<file path="config.mk">
export PLATFORM = sky130hd
export DESIGN_NAME = fifo_uart_tx_flat
export DESIGN_NICKNAME = d
export VERILOG_FILES = /design/src/rtl/fifo_uart_tx_if.sv /design/src/rtl/fifo_uart_tx.sv /design/src/flat_wrapper.sv
export SDC_FILE = /design/constraint.sdc
export NUM_CORES = 1
export LEC_CHECK = 0
export CORE_ASPECT_RATIO = 1.2
export CORE_UTILIZATION = 36
export CTS_BUF_LIST = sky130_fd_sc_hd__clkbuf_4 sky130_fd_sc_hd__clkbuf_8
export DETAILED_ROUTE_END_ITERATION = 12
export HOLD_SLACK_MARGIN = 0.12
export PLACE_DENSITY = 0.53
export RECOVER_POWER = 25
export SKIP_LAST_GASP = 1
export SLEW_MARGIN = 20
export SYNTH_ARGS = -nofsm -noshare
export SYNTH_HDL_FRONTEND = slang
export SYNTH_SLANG_ARGS = --single-unit
</file>
<file path="constraint.sdc">
create_clock -name clk -period 4.3 [get_ports clk]
set_input_delay 0.645 -clock clk [delete_from_list [all_inputs] [get_ports clk]]
set_output_delay 0.645 -clock clk [all_outputs]
set_load 0.02 [all_outputs]
</file>
<file path="src/rtl/fifo_uart_tx_if.sv">
// FIFO-drain / UART-line signal bundle for fifo_uart_tx.
// master = the transmitter, slave = the FIFO plus line consumer.
interface fifo_uart_tx_if;
  logic       tx_en;
  logic       fifo_empty;
  logic [7:0] fifo_data;
  logic       fifo_pop;
  logic       tx;
  logic       busy;
  logic       frame_done;

  modport master (
    input  tx_en, fifo_empty, fifo_data,
    output fifo_pop, tx, busy, frame_done
  );

  modport slave (
    output tx_en, fifo_empty, fifo_data,
    input  fifo_pop, tx, busy, frame_done
  );
endinterface

</file>
<file path="src/rtl/fifo_uart_tx.sv">
// Pops bytes from an upstream registered-output FIFO and sends them as UART 8N1 frames.
// Define FIFO_UART_TX_PARITY_EN to insert an even-parity bit (8E1).
module fifo_uart_tx #(
  parameter int unsigned CLKS_PER_BIT = 868
) (
  input logic            clk,
  input logic            rst,
  fifo_uart_tx_if.master bus
);

  localparam int unsigned    CW        = $clog2(CLKS_PER_BIT);
  localparam logic [CW-1:0]  BAUD_LAST = CW'(CLKS_PER_BIT - 1);

  localparam logic [2:0] S_IDLE   = 3'd0;
  localparam logic [2:0] S_POP    = 3'd1;
  localparam logic [2:0] S_LOAD   = 3'd2;
  localparam logic [2:0] S_START  = 3'd3;
  localparam logic [2:0] S_DATA   = 3'd4;
`ifdef FIFO_UART_TX_PARITY_EN
  localparam logic [2:0] S_PARITY = 3'd5;
`endif
  localparam logic [2:0] S_STOP   = 3'd6;

  logic [2:0]    state;
  logic [CW-1:0] baud;
  logic [2:0]    bit_cnt;
  logic [7:0]    shreg;
  logic          tx_q;
  logic          pop_q;
  logic          done_q;
`ifdef FIFO_UART_TX_PARITY_EN
  logic          parity_q;
`endif

  wire baud_last = (baud == BAUD_LAST);

  always_ff @(posedge clk or posedge rst) begin
    if (rst) begin
      state    <= S_IDLE;
      baud     <= '0;
      bit_cnt  <= '0;
      shreg    <= '0;
      tx_q     <= 1'b1;
      pop_q    <= 1'b0;
      done_q   <= 1'b0;
`ifdef FIFO_UART_TX_PARITY_EN
      parity_q <= 1'b0;
`endif
    end else begin
      pop_q  <= 1'b0;
      done_q <= 1'b0;
      case (state)
        S_IDLE: begin
          tx_q <= 1'b1;
          if (bus.tx_en && !bus.fifo_empty) begin
            pop_q <= 1'b1;
            state <= S_POP;
          end
        end
        // FIFO samples the pop on this edge; its data is valid at the next one
        S_POP: state <= S_LOAD;
        S_LOAD: begin
          shreg    <= bus.fifo_data;
`ifdef FIFO_UART_TX_PARITY_EN
          parity_q <= ^bus.fifo_data;
`endif
          tx_q     <= 1'b0;
          baud     <= '0;
          bit_cnt  <= '0;
          state    <= S_START;
        end
        S_START: begin
          if (baud_last) begin
            baud  <= '0;
            tx_q  <= shreg[0];
            state <= S_DATA;
          end else begin
            baud <= baud + 1'b1;
          end
        end
        // tx is loaded one bit ahead (shreg[1]) because the shift lands on the same edge
        S_DATA: begin
          if (baud_last) begin
            baud <= '0;
            if (bit_cnt == 3'd7) begin
`ifdef FIFO_UART_TX_PARITY_EN
              tx_q  <= parity_q;
              state <= S_PARITY;
`else
              tx_q  <= 1'b1;
              state <= S_STOP;
`endif
            end else begin
              shreg   <= {1'b0, shreg[7:1]};
              tx_q    <= shreg[1];
              bit_cnt <= bit_cnt + 3'd1;
            end
          end else begin
            baud <= baud + 1'b1;
          end
        end
`ifdef FIFO_UART_TX_PARITY_EN
        S_PARITY: begin
          if (baud_last) begin
            baud  <= '0;
            tx_q  <= 1'b1;
            state <= S_STOP;
          end else begin
            baud <= baud + 1'b1;
          end
        end
`endif
        S_STOP: begin
          if (baud_last) begin
            baud   <= '0;
            done_q <= 1'b1;
            state  <= S_IDLE;
          end else begin
            baud <= baud + 1'b1;
          end
        end
        default: state <= S_IDLE;
      endcase
    end
  end

  assign bus.tx         = tx_q;
  assign bus.fifo_pop   = pop_q;
  assign bus.frame_done = done_q;
  assign bus.busy       = (state != S_IDLE);

endmodule
</file>
<file path="src/flat_wrapper.sv">
// flat-port wrapper written by rule: the top's interface ports become plain ports
module fifo_uart_tx_flat 
#(
  parameter int unsigned CLKS_PER_BIT = 868
)
  (clk, rst, bus_tx_en, bus_fifo_empty, bus_fifo_data, bus_fifo_pop, bus_tx, bus_busy, bus_frame_done);
  fifo_uart_tx_if bus_i ();
  input logic clk;
  input logic rst;
  input wire logic [$bits(bus_i.tx_en)-1:0] bus_tx_en;
  input wire logic [$bits(bus_i.fifo_empty)-1:0] bus_fifo_empty;
  input wire logic [$bits(bus_i.fifo_data)-1:0] bus_fifo_data;
  output wire logic [$bits(bus_i.fifo_pop)-1:0] bus_fifo_pop;
  output wire logic [$bits(bus_i.tx)-1:0] bus_tx;
  output wire logic [$bits(bus_i.busy)-1:0] bus_busy;
  output wire logic [$bits(bus_i.frame_done)-1:0] bus_frame_done;
  assign bus_i.tx_en = bus_tx_en;
  assign bus_i.fifo_empty = bus_fifo_empty;
  assign bus_i.fifo_data = bus_fifo_data;
  assign bus_fifo_pop = bus_i.fifo_pop;
  assign bus_tx = bus_i.tx;
  assign bus_busy = bus_i.busy;
  assign bus_frame_done = bus_i.frame_done;
  fifo_uart_tx #(.CLKS_PER_BIT(CLKS_PER_BIT)) u_core (.clk(clk), .rst(rst), .bus(bus_i));
endmodule
</file>
==> metrics <==
total track usage=0.1458; Final Power=0.4369 mW; count of pins over their slew limit=0; Core Box Area=0.004035 mm^2; detail-routed via count per cell=5.304; clock root buffer=clkbuf_8; Final Util=0.4285; Hold/Removal Path Class=reg2reg; routed wire length=2898 um; RSZ-0062 raised after global routing=false; cts hold-fix bufs=0; sequential share of the synthesized area=0.4377; Worst-path clk slew=0.09 ns; Routed WL per cell=14.21 um; pre-CTS WS=2.062 ns; Antenna Cells=0; largest net degree at the start of global routing=28; max_slew headroom=0.3017; number of global-route vias before repair=1045; Fmax=406.6 MHz; final setup vio count=0; PD cells=252.7 mW/mm^2; Final Hold Viols=0; worst-path cell chain=or3_1 -> clkdlybuf4s50_1; Port Buf Inserts=15; WP data required=3.65 ns; Ys Warns=0; post-route clock period utilization=0.5719; hpwl dp=2034 um; Clock Skews=0.007840 ns; Max Root-Sink Buffers=2; status=complete, no violations; ys flop type=dfrtp_1; kind of critical path=reg2out; via count=1082; Max-Cap Viols=0; Mapped Area=0.001546 mm^2; Post-DRT Antenna Nets=0; Die H=73.80 um; CTS buffer count=3; H-tree depth=1; Skew-Pair Late Insertion Delay=0.28 ns; RePlAce Congestion=0.7311; Syn Area/Cell=11.21 um^2; worst-path fanout max=12; Top Family by Delay on Critical Path=buffers and inverters; crit end category=output port; post_cts resized=0; CP max stage cell=clkdlybuf4s50_1; Syn Inst Count=138; Final nets=166; Post-synth EDFFs=0; fraction of layout cells with a size suffix above 1=0.1800; Final WS setup=1.841 ns; DR DRC count=0; filler instances=368; synth unique cells=47; Initial DRC Count=46; Pleak=0.7309 nW; TritonRoute pass-1 iters=4; crit path DAT=1.81 ns; CP Launch Type=register; critical path buffer and inverter count=1; Mapped Nets=153; max incr delay on CP=0.56 ns; CTS Sinks=27; share of flip-flops with an asynchronous set or reset=1.000; first-pass GRT wire length=4830 um; setup TNS=0 ns; total gr overflow=0; die area=0.004563 mm^2; Ports=16; Post-CTS Setup Inserts=0; Rows=25; maximum vdd ir drop=0.1436 mV; Starting Density=0.3833; initial antenna violation count=0; CTS tree=yes; Layout Area Growth over Synthesis=11.81%; Die W=61.83 um; Worst-Margin Slew=1.046 ns; Tmin final=2.459 ns; register bit total from synthesis=27
-- final timing paths --
| kind | from | endpoint | slack, ns | depth (start not counted) |
|---|---|---|---|---|
| max | u_core.state[0] | bus_busy | 1.84 | 2 |
| min in group asynchronous | rst | u_core.baud[6] | 1.05 | 2 |
| min | u_core.baud[9] | u_core.baud[9] | 0.51 | 1 |
| min reg2reg | u_core.baud[9] | u_core.baud[9] | 0.51 | 1 |
| max reg2reg | u_core.baud[0] | u_core.bit_cnt[0] | 2.07 | 5 |
| max in group asynchronous | rst | u_core.shreg[1] | 2.62 | 2 |
-- layer usage --
metal | up-vias | share of wire | GRT usage
li1 | 529 | - | -
met1 | 530 | 0.44 | 0.1768
met2 | 18 | 0.52 | 0.2521
met3 | 5 | 0.021 | 0.02113
met4 | 0 | 0.020 | 0.05926
met5 | - | 0 | 0
-- report_power, final --
group / internal, mW / total, mW / switching (mW)
Clock: 0.0729 / 0.153 / 0.0804
Combinational: 0.0152 / 0.0239 / 0.00871
Sequential: 0.258 / 0.260 / 0.00210
-- placed cells by master, fill, tap and decap left out, types with 2 or more instances in the layout --
cell type and instances:
mux2_2 7, nand3b_1 2, ha_1 3, mux2_4 6, o21ai_0 6, nand3_1 4
a31oi_1 5, a21oi_1 5, and2_1 2, a41oi_1 2, dfrtp_1 26, nand4_1 2
nand2_1 12, nand2b_1 2, clkdlybuf4s50_1 14, and3_1 3, inv_1 7, nor3b_1 2
mux2i_1 5, clkbuf_8 3, nor2_1 5
-- per-stage QoR --
step	area (um^2)	std cells	hold WS (ns)
floorplan	1546	138	0.4537
global placement	1680	200	0.4939
detailed placement	1680	200	0.4895
CTS	1729	204	0.5111
global route	1729	204	0.5258
finish	1729	204	0.5081
-- logic make-up (layout without fill, tap and decap cells) --
family / count (synthesis) / count (layout) / synth area share
multiplexers: 19 / 19 / 0.1489
buffers and inverters: 14 / 26 / 0.07120
flip-flops: 27 / 27 / 0.4377
AO/OA/AOI/OAI: 31 / 31 / 0.1513
AND/OR/NAND/NOR: 44 / 44 / 0.1667
adder cells (fa/ha/maj): 3 / 3 / 0.02427
-- area by class of cell --
| type | instances | area (um^2) | area share |
|---|---|---|---|
| Clock buffer | 4 | 48.80 | 0.02822 |
| Inverter | 7 | 26.28 | 0.01520 |
| Multi-Input combinational cell | 97 | 759.5 | 0.4392 |
| Sequential cell | 27 | 676.9 | 0.3915 |
| Tap cell | 54 | 67.56 | 0.03907 |
| Timing Repair Buffer | 15 | 150.1 | 0.08683 |
-- synthesized netlist by cell type (all sizes together), types with 5 or more instances --
| master | number | area share |
|---|---|---|
| nand2 | 12 | 0.029 |
| buf | 7 | 0.054 |
| mux2i | 5 | 0.032 |
| o21ai | 6 | 0.019 |
| mux2 | 14 | 0.12 |
| nor2 | 5 | 0.012 |
| a31oi | 5 | 0.020 |
| nand3 | 5 | 0.019 |
| inv | 7 | 0.017 |
| a21oi | 5 | 0.016 |
| dfrtp | 26 | 0.42 |
-- sequential cells by signal, indices dropped and copies added, names as in the netlist --
register / flops
u_core.shreg: 8
u_core.bus.frame_done: 1
u_core.baud: 10
u_core.bus.tx: 1
u_core.state: 3
u_core.bus.fifo_pop: 1
u_core.bit_cnt: 3
(Power assumes the default switching activity.)
